**config.mk**
```make
export PLATFORM = sky130hd
export DESIGN_NAME = rr_grant_encoder_flat
export DESIGN_NICKNAME = d
export VERILOG_FILES = /design/src/rtl/rr_grant_encoder_if.sv /design/src/rtl/rr_grant_encoder.sv /design/src/flat_wrapper.sv
export SDC_FILE = /design/constraint.sdc
export NUM_CORES = 1
export LEC_CHECK = 0
export ABC_AREA = 1
export CAP_MARGIN = 30
export CORE_ASPECT_RATIO = 2
export CORE_MARGIN = 4
export CORE_UTILIZATION = 40
export DETAILED_ROUTE_END_ITERATION = 10
export PLACE_DENSITY = 0.69
export SLEW_MARGIN = 0
export SYNTH_ARGS = -nofsm -noshare
export SYNTH_HDL_FRONTEND = slang
export SYNTH_SLANG_ARGS = --single-unit
```
**constraint.sdc**
```tcl
create_clock -name clk -period 4.6 [get_ports clk]
set_clock_uncertainty 0.05 [all_clocks]
set_input_delay 0.46 -clock clk [delete_from_list [all_inputs] [get_ports clk]]
set_output_delay 0.46 -clock clk [all_outputs]
set_load 0.01 [all_outputs]
```
**src/rtl/rr_grant_encoder_if.sv**
```systemverilog
// Request/grant bundle between requesters and rr_grant_encoder.
// master drives requests and done; slave (the arbiter) drives the grant.
interface rr_grant_encoder_if #(
  parameter int NI = 3
);
  logic [2**NI-1:0] req;
  logic             done;
  logic             gnt_valid;
  logic [NI-1:0]    gnt_idx;
  logic             timeout;

  modport master (
    output req,
    output done,
    input  gnt_valid,
    input  gnt_idx,
    input  timeout
  );

  modport slave (
    input  req,
    input  done,
    output gnt_valid,
    output gnt_idx,
    output timeout
  );
endinterface

```
**src/rtl/rr_grant_encoder.sv**
```systemverilog
// Locking round-robin arbiter over 2**NI requesters with a registered binary grant index.
// Define RR_TIMEOUT_EN to force-release grants held for MAX_HOLD cycles.
module rr_grant_encoder #(
  parameter int NI       = 3,
  parameter int MAX_HOLD = 16
) (
  input  logic              clk,
  input  logic              rst,
  rr_grant_encoder_if.slave bus
);

  localparam int N = 2**NI;

  typedef enum logic {IDLE, GRANTED} state_e;

  state_e        state_q, state_d;
  logic [NI-1:0] ptr_q, ptr_d;
  logic [NI-1:0] gntIdx_q, gntIdx_d;
  logic [NI-1:0] winner, cand;
  logic          found;
  logic          expire;

  if (MAX_HOLD < 1 || MAX_HOLD > 65535) begin : gBadMaxHold
    $error("rr_grant_encoder: MAX_HOLD must lie in 1..65535");
  end

  // Single-pass combinational scan starting at ptr; the first hit wins.
  always_comb begin
    winner = ptr_q;
    found  = 1'b0;
    cand   = ptr_q;
    for (int k = 0; k < N; k++) begin
      cand = ptr_q + NI'(k);
      if (!found && bus.req[cand]) begin
        winner = cand;
        found  = 1'b1;
      end
    end
  end

`ifdef RR_TIMEOUT_EN
  localparam int CW = (MAX_HOLD > 1) ? $clog2(MAX_HOLD) : 1;

  logic [CW-1:0] holdCnt_q, holdCnt_d;
  logic          timeout_q, timeout_d;

  assign expire = (state_q == GRANTED) && (holdCnt_q == CW'(MAX_HOLD - 1));

  // Counter restarts from zero on every entry to GRANTED; done beats expiry.
  always_comb begin
    holdCnt_d = '0;
    timeout_d = 1'b0;
    if (state_q == GRANTED) begin
      holdCnt_d = holdCnt_q + CW'(1);
      timeout_d = expire && !bus.done;
    end
  end

  always_ff @(posedge clk) begin
    if (rst) begin
      holdCnt_q <= '0;
      timeout_q <= 1'b0;
    end else begin
      holdCnt_q <= holdCnt_d;
      timeout_q <= timeout_d;
    end
  end

  assign bus.timeout = timeout_q;
`else
  assign expire      = 1'b0;
  assign bus.timeout = 1'b0;
`endif

  always_comb begin
    state_d  = state_q;
    ptr_d    = ptr_q;
    gntIdx_d = gntIdx_q;
    case (state_q)
      IDLE: begin
        if (found) begin
          gntIdx_d = winner;
          state_d  = GRANTED;
        end
      end
      GRANTED: begin
        // Requests are ignored while locked; release rotates priority past the owner.
        if (bus.done || expire) begin
          ptr_d   = gntIdx_q + NI'(1);
          state_d = IDLE;
        end
      end
      default: state_d = IDLE;
    endcase
  end

  always_ff @(posedge clk) begin
    if (rst) begin
      state_q  <= IDLE;
      ptr_q    <= '0;
      gntIdx_q <= '0;
    end else begin
      state_q  <= state_d;
      ptr_q    <= ptr_d;
      gntIdx_q <= gntIdx_d;
    end
  end

  assign bus.gnt_valid = (state_q == GRANTED);
  assign bus.gnt_idx   = gntIdx_q;

endmodule

```
**src/flat_wrapper.sv**
```systemverilog
// flat-port wrapper written by rule: the top's interface ports become plain ports
module rr_grant_encoder_flat 
#(
  parameter int NI       = 3,
  parameter int MAX_HOLD = 16
)
  (clk, rst, bus_req, bus_done, bus_gnt_valid, bus_gnt_idx, bus_timeout);
  rr_grant_encoder_if #(.NI(NI)) bus_i ();
  input  logic clk;
  input  logic rst;
  input wire logic [$bits(bus_i.req)-1:0] bus_req;
  input wire logic [$bits(bus_i.done)-1:0] bus_done;
  output wire logic [$bits(bus_i.gnt_valid)-1:0] bus_gnt_valid;
  output wire logic [$bits(bus_i.gnt_idx)-1:0] bus_gnt_idx;
  output wire logic [$bits(bus_i.timeout)-1:0] bus_timeout;
  assign bus_i.req = bus_req;
  assign bus_i.done = bus_done;
  assign bus_gnt_valid = bus_i.gnt_valid;
  assign bus_gnt_idx = bus_i.gnt_idx;
  assign bus_timeout = bus_i.timeout;
  rr_grant_encoder #(.NI(NI), .MAX_HOLD(MAX_HOLD)) u_core (.clk(clk), .rst(rst), .bus(bus_i));
endmodule
```
After elaboration in Yosys (flattened, before gate mapping)
Index checks and enable logic that the tools add are counted.
- flip-flop bits (word level): 7
- input bits: 11
- output and inout bits: 5
- word-level logic and storage cells: 70
- $add $sub $neg: 8
- magnitude comparators: 8
- muxes and demuxes: 34
- bitwise gates (word level): 1
- reductions and logical operators: 16
- operators by type and width (kind ; count):
    3-bit by 4-bit less-than comparator with 1-bit output, second input constant ; 8
    1-bit binary-select mux with 3-bit select ; 8
    3-bit 2-to-1 mux ; 7
    1-bit 2-to-1 mux ; 18
    3-bit adder, second input constant ; 4
    1-bit logical AND ; 7
    1-bit zero test ; 7
    3-bit by 1-bit adder with 3-bit output, second input constant ; 2
    3-bit by 2-bit adder with 3-bit output, second input constant ; 2
    2-bit AND reduction ; 2
    1-bit one-hot mux with 2 select lines ; 1
    1-bit inverter ; 1

Longest topological paths before layout
Gate-level depths: netlist of the first run.
- depth after elaboration: 26
- depth in mapped cells: 19

Least setup slack after synthesis of the first run
Ideal clock, no wire load.
- kind: register -> register
- start: register u_core.ptr_q[0]
- end: register u_core.gntIdx_q[0], in the netlist u_core.bus.gnt_idx[0]
- setup time: 0.115 ns
- data arrival time: 2.161 ns
- slack: 2.275 ns
- cell stages (with the launch flop): 18
- path buffers: 2
- period minus slack after synthesis: 2.325 ns
- cells stage by stage: dfxtp_1 -> buf_6 -> inv_4 -> buf_12 -> ha_1 -> inv_1 -> nand3_2 -> nand2_1 -> nand2_1 -> nand2_1 -> nand3_2 -> nor2_4 -> nand3_2 -> nand2_1 -> nand2_1 -> nand2_1 -> nand2_1 -> o21a_1
- longest elaborated chain between the ends: 25
- elaborated cells on any way between the ends: 53
- classes of those cells: add/sub (7); mux (31); reduce/logical (15)
- RTL lines (element ; RTL line ; text):
    start, declared ; rr_grant_encoder.sv:17 ; logic [NI-1:0] ptr_q, ptr_d;
    start signal, assigned ; rr_grant_encoder.sv:104 ; ptr_q <= ptr_d;
    parallel branches: the longest is 25 deep, another holds 3-bit by 1-bit adder with 3-bit output ; n/a ;
    end signal, assigned ; rr_grant_encoder.sv:105 ; gntIdx_q <= gntIdx_d;
    end, declared ; rr_grant_encoder.sv:18 ; logic [NI-1:0] gntIdx_q, gntIdx_d;
Parallel ways; which one is timed is not known. The select of a mux whose other input is x is not followed.
A chain may end at the register's enable or synchronous reset.

Worst setup path after layout of the first run
- start: register u_core.ptr_q[1]
- end: register u_core.gntIdx_q[0], in the netlist u_core.bus.gnt_idx[0]
Same word-level chain as after synthesis.

==> metrics.md, run 1 <==
| Metric | Value |
|---|---|
| Final setup fails | 0 |
| PnR worst setup slack | 1.919 ns |
| IO buf count | 14 |
| Placed inst area | 0.001313 mm² |
| Initial DRC count | 55 |
| Worst hold path type | flop to flop |
| Area Growth Syn to Fin | 13.73% |
| Starting density of the core | 42.57% |
| Hold buffers post-CTS | 0 |
| Min Tclk post-route | 2.681 ns |
| Vias in the first global route | 1235 |
| Post-synthesis cell area | 0.001194 mm² |
| Global-route wire length before repair | 5078 µm |
| Slew Viols, Final | 0 |
| Most frequent cells in the layout | nand2_1 (64), nand3_1 (23), inv_1 (16) |
| Fillers | 301 |
| Width of the die | 46.63 µm |
| Fin crit share | 58.28% |
| Flops & latches, synth | 7 |
| Pre-CTS setup slack | 1.936 ns |
| Drt pass-1 iters | 4 |
| H-Tree Depth | 1 |
| Number of nets with antenna violations after routing | 0 |
| Synth top area share | 20.13% |
| Required time worst endpoint | 4.66 ns |
| Worst setup path class | flop to flop |
| Antenna violations before repair | 0 |
| CTS sink count | 7 |
| Post-synth top area cell | nand2_1 |
| CTS clock-pin slew for the worst setup and hold paths | 0.04 ns |
| Drt total wl | 2960 µm |
| I/O pins | 16 |
| Num CTS Buffers | 3 |
| GRT Total Usage | 17.20% |
| Peak supply drop | 0.0002127 V |
| Ys Warns | 0 |
| Status | finished clean |
| DR WL/cell | 12.93 µm |
| RSZ-0062 raised after global routing | false |
| Endpoint class of the critical path | flop |
| Power density cells | 280.6 mW/mm² |
| Final instance area | 0.001358 mm² |
| Row count | 27 |
| Syn_area_per_cell | 6.383 µm² |
| Post-Syn Nets | 201 |
| Clock Tree Root | clkbuf_8 |
| Clk_lat worst skew | 0.22 ns |
| Routability-driven placement congestion ratio | 0.8516 |
| Ranking of synthesized cells by area | nand2_1 (20%), dfxtp_1 (12%), nand3_2 (12%) |
| Congestion Overflow GR | 0 |
| Worst setup SP type | flop |
| Layout Nets | 215 |
| Sum Neg Setup Slack | 0 ns |
| Cts repair resizes | 0 |
| F_max | 373.0 MHz |
| Drt drc | 0 |
| Vias per cell | 5.279 |
| Largest net degree at the start of global routing | 15 |
| WHS | 0.4611 ns |
| Diode count | 0 |
| Post-synthesis sequential area ratio | 11.74% |
| HPWL after DPL | 2573 µm |
| Core area | 0.002804 mm² |
| Die Span Y | 85.26 µm |
| CP Data Arrival Time | 2.75 ns |
| CP Max Fanout | 10 |
| Post-Synthesis Cells | 187 |
| CTS tree | built |
| Yosys cell types | 28 |
| Final Core Density | 48.42% |
| Layout cells sized above 1 | 20.00% |
| Most common cell after layout, fill and taps aside | nand2_1 |
| Via count | 1209 |
| Max Buffers Root-to-Sink | 2 |
| Max-Cap Viols | 0 |
| Lkg Pwr | 0.6634 nW |
| Hold Fails Final Rpt | 0 |
| Die area | 0.003975 mm² |
| Post-CTS setup buffer count | 0 |
## synthesized netlist by cell type, drive strengths merged
master   n
nand3   37
conb     1
inv     21
nand2   76
buf      5
o21ai    3
a31oi    1
xor2     3
ha       3
a21oi    8
o211ai   2
nand4    4
dfxtp    7
o21bai   1
nor2    12
o21a     1
xnor2    2
## state kept, by name, summed over array words and instances (netlist names)
name / flops
u_core.ptr_q: 3
u_core.bus.gnt_valid: 1
u_core.bus.gnt_idx: 3
## report_power, final
group | leakage [nW] | switching, W | internal [W]
combinational | 0.583 | 0.000140 | 0.0000787
clock | 0.0228 | 0.0000237 | 0.0000597
sequential | 0.0576 | 0.0000109 | 0.0000681
## path summary, 6_finish.rpt
kind / startpoint / to / slack (ns) / cells after the start
max: u_core.ptr_q[1]$_SDFFE_PP0P_ / u_core.bus.gnt_idx[0]$_SDFFE_PP0P_ / 1.92 / 15
min: u_core.bus.gnt_idx[1]$_SDFFE_PP0P_ / u_core.bus.gnt_idx[1]$_SDFFE_PP0P_ / 0.46 / 2
max reg2reg: u_core.ptr_q[1]$_SDFFE_PP0P_ / u_core.bus.gnt_idx[0]$_SDFFE_PP0P_ / 1.92 / 15
min reg2reg: u_core.bus.gnt_idx[1]$_SDFFE_PP0P_ / u_core.bus.gnt_idx[1]$_SDFFE_PP0P_ / 0.46 / 2
## stage by stage
step,power [W],std cells
after CTS,0.0003847,229
after global routing,0.0004146,229
final,0.0003809,229
after global placement,0.0002986,225
after floorplan,0.0002484,187
after detailed placement,0.0002987,225
## cell families after synthesis
group / count (synthesis) / synth area share (%)
other: 1 / 0.3142
AO/OA/AOI/OAI: 16 / 8.910
buffers and inverters: 26 / 11.84
adder cells (fa/ha/maj): 3 / 3.145
AND/OR/NAND/NOR: 129 / 60.38
XOR/XNOR: 5 / 3.669
flip-flops: 7 / 11.74
## critical path, stage by stage (launching register included)
cell and delay [ns]:
dfxtp_1 0.57, inv_2 0.18, ha_1 0.38, inv_1 0.23
nand3_2 0.13, nand2_1 0.14, nand2_1 0.07, nand2_1 0.11
nand3_2 0.10, nor2_4 0.14, nand3_2 0.08, nand2_1 0.08
nand2_1 0.05, nand2_1 0.05, nand2_1 0.05, o21a_1 0.16
## routing by layer
metal / wire length (µm) / GRT usage [%] / vias to the layer above
li1: - / - / 629
met1: 988 / 15.99 / 534
met2: 1745 / 31.91 / 32
met3: 84 / 2.760 / 14
met4: 141 / 10.08 / 0
met5: 0 / 0 / -
## final cells by class
class | count | area [µm²] | share of cell area, %
Clock buffer | 4 | 45.04 | 3.318
Inverter | 21 | 83.83 | 6.175
Multi-Input combinational cell | 154 | 912.1 | 67.19
Sequential cell | 7 | 140.1 | 10.32
Tap cell | 29 | 36.28 | 2.673
Timing Repair Buffer | 14 | 140.1 | 10.32
No activity file was read; power rests on OpenSTA's default activity.
==> run 2: changes to the inputs <==
- PLACE_DENSITY: 0.69 -> 0.72
- clock period: 4.6 -> 2.34 ns (I/O delays scaled with it)
==> run 2 against run 1 <==
Effect of this change: clock-buffer cell count unchanged; total power grew 100%; via count rose by 3.3%; utilization rose by 2.8 points; sequential power increased by 90%; global-route usage grew 0.91 points; flip-flop and latch count is the same; setup slack got worse by 1.7 ns; first-iteration DRC count down 36%; maximum frequency is 25% higher; critical path type unchanged; largest cell class unchanged.
==> metrics.md, run 2 (synthesized netlist as in run 1, its figures left out) <==
| Metric | Value |
|---|---|
| Number of nets with antenna violations after routing | 0 (unchanged) |
| DR WL/cell | 13.12 µm (+1.5%) |
| F_max | 467.7 MHz (+25%) |
| HPWL after DPL | 2718 µm (+5.6%) |
| Routability-driven placement congestion ratio | 0.8331 (-2.2%) |
| Register Area | 140.1 µm² (unchanged) |
| Die Span Y | 85.26 µm (unchanged) |
| Final setup fails | 0 (unchanged) |
| I/O pins | 16 (unchanged) |
| Worst setup path class | flop to flop |
| Vias per cell | 5.248 (-0.60%) |
| Drt drc | 0 (unchanged) |
| GRT Total Usage | 18.12% (+0.91 points) |
| CP Data Arrival Time | 2.20 ns (-0.55 ns) |
| Crit Reg-Reg Startpoint | u_core.ptr_q[2]$_SDFFE_PP0P_ |
| Width of the die | 46.63 µm (unchanged) |
| Met2 WL | 1870 µm (+7.2%) |
| Fillers | 291 (-3.3%) |
| Required time worst endpoint | 2.41 ns (-2.25 ns) |
| Most frequent cells in the layout | nand2_1 (63), nand3_1 (23), inv_1 (15) |
| Drt total wl | 3122 µm (+5.5%) |
| CP Max Fanout | 9 (-1) |
| CTS sink count | 7 (unchanged) |
| Initial DRC count | 35 (-36%) |
| IO buf count | 14 (unchanged) |
| CP Launch Point | u_core.ptr_q[2]$_SDFFE_PP0P_ |
| Switching part of the total | 44.93% (-0.87 points) |
| Clk_lat worst skew | 0.22 ns (about the same) |
| Endpoint class of the critical path | flop |
| H-Tree Depth | 1 (unchanged) |
| Power density cells | 537.7 mW/mm² (+92%) |
| Worst hold path type | flop to flop |
| Largest net degree at the start of global routing | 14 (-1) |
| Layout cells sized above 1 | 25.84% (+5.8 points) |
| Final Core Density | 51.18% (+2.8 points) |
| Antenna violations before repair | 0 (unchanged) |
| Path depth of the worst reg2reg path | 13 (-2) |
| Diode count | 0 (unchanged) |
| Met3 wire length | 34 µm (-60%) |
| Starting density of the core | 42.57% (unchanged) |
| Psw | 0.0003467 W (+99%) |
| Placed Cells | 232 (+3.1%) |
| Row count | 27 (unchanged) |
| Min Tclk post-route | 2.138 ns (-0.5432 ns) |
| Area Growth Syn to Fin | 20.23% |
| Area occupied by multi-input gates | 922.1 µm² (+1.1%) |
| Uppermost routed layer | met4 |
| Register share of total power | 19.4% (-1.3 points) |
| Final Non-Filler Cells | 238 (+3.9%) |
| Most common cell after layout, fill and taps aside | nand2_1 |
| Max Buffers Root-to-Sink | 2 (unchanged) |
| Via count | 1249 (+3.3%) |
| Sum Neg Setup Slack | 0 ns (unchanged) |
| Logic pwr share | 59.4% (+2.0 points) |
| CTS clock-pin slew for the worst setup and hold paths | 0.04 ns (about the same) |
| Slew Viols, Final | 0 (unchanged) |
| Global-route wire length before repair | 5409 µm (+6.5%) |
| Fin crit share | 91.37% (+33 points) |
| Wl on met1 | 1025 µm (+3.7%) |
| Hold path depth | 2 (unchanged) |
| Max-Cap Viols | 0 (unchanged) |
| Clock Tree Root | clkbuf_8 |
| Num CTS Buffers | 3 (unchanged) |
| Final Power | 0.0007716 W (+100%) |
| RR Endpoint | u_core.bus.gnt_idx[0]$_SDFFE_PP0P_ |
| Worst setup path endpoint | u_core.bus.gnt_idx[0]$_SDFFE_PP0P_ |
| CTS tree | built |
| Reg2reg setup slack | 0.20 ns (-1.72 ns) |
| Worst setup SP type | flop |
| Drt pass-1 iters | 5 (+1) |
| Die area | 0.003975 mm² (unchanged) |
| Core area | 0.002804 mm² (unchanged) |
| Congestion Overflow GR | 0 (unchanged) |
| Peak supply drop | 0.0003893 V (+83%) |
| Lkg Pwr | 0.7020 nW (+5.8%) |
| Hold Fails Final Rpt | 0 (unchanged) |
| Layout Nets | 224 (+4.2%) |
| Status | finished clean |
| Clock share of power | 21.2% (-0.7 points) |
| Vias in the first global route | 1340 (+8.5%) |
| Internal | 0.0004249 W (+110%) |
## run 2: area by class of cell
| class | instances | area share, % |
|---|---|---|
| Sequential cell | 7 | 9.765 |
| Timing Repair Buffer | 23 | 14.47 |
| Inverter | 21 | 5.841 |
| Multi-Input combinational cell | 154 | 64.25 |
| Clock buffer | 4 | 3.139 |
| Tap cell | 29 | 2.528 |
## run 2: how the worst min path moves through the flow
| stage | from | to | slack (ns) |
|---|---|---|---|
| floorplan | rst | u_core.bus.gnt_idx[1]$_SDFFE_PP0P_ | 0.25 |
| detailed placement | u_core.bus.gnt_idx[1]$_SDFFE_PP0P_ | u_core.bus.gnt_idx[1]$_SDFFE_PP0P_ | 0.47 |
| finish | u_core.bus.gnt_idx[1]$_SDFFE_PP0P_ | u_core.bus.gnt_idx[1]$_SDFFE_PP0P_ | 0.47 |
| global route | u_core.bus.gnt_idx[1]$_SDFFE_PP0P_ | u_core.bus.gnt_idx[1]$_SDFFE_PP0P_ | 0.51 |
| CTS | u_core.bus.gnt_idx[1]$_SDFFE_PP0P_ | u_core.bus.gnt_idx[1]$_SDFFE_PP0P_ | 0.48 |
| global placement | u_core.bus.gnt_idx[1]$_SDFFE_PP0P_ | u_core.bus.gnt_idx[1]$_SDFFE_PP0P_ | 0.47 |
## run 2: layer usage
layer	global-route usage (%)	vias to the layer above
met2	35.55	23
met1	15.10	567
met4	12.85	0
met3	0.6369	14
met5	0	-
li1	-	645
## run 2: critical path, stage by stage (launching register included)
cell and delay [ns]:
dfxtp_1 0.58, xor2_1 0.36, inv_1 0.12, nand2_1 0.10, nand2_2 0.08, inv_1 0.13, nand3_2 0.13, nand2_1 0.09
nand2_1 0.05, nand2_1 0.05, nand2_1 0.04, nand2_1 0.05, nand2_1 0.05, o21a_1 0.15
## run 2: power by group through the flow
stage | sequential [W] | clock [W] | combinational [W]
2_1_floorplan | 0.000149 | 0 | 0.000339
3_3_place_gp | 0.000152 | 0 | 0.000449
3_5_place_dp | 0.000152 | 0 | 0.000452
4_1_cts | 0.000150 | 0.000169 | 0.000454
5_1_grt | 0.000151 | 0.000177 | 0.000519
6_report | 0.000150 | 0.000164 | 0.000458
## run 2: repair_timing
item	in CTS	in global routing
hold endpoints to repair	0	0
gates resized for setup	0	5
setup buffers	0	2
setup endpoints to repair	0	4
hold buffers	0	0
## run 2: per-stage QoR
| stage | area [µm²] | setup slack, ns | hold slack [ns] |
|---|---|---|---|
| CTS | 1410 | 0.1290 | 0.4772 |
| detailed placement | 1365 | 0.1465 | 0.4717 |
| global placement | 1365 | 0.1396 | 0.4651 |
| global route | 1435 | -0.002554 | 0.5127 |
| finish | 1435 | 0.2021 | 0.4738 |
| floorplan | 1194 | 0.01468 | 0.2464 |
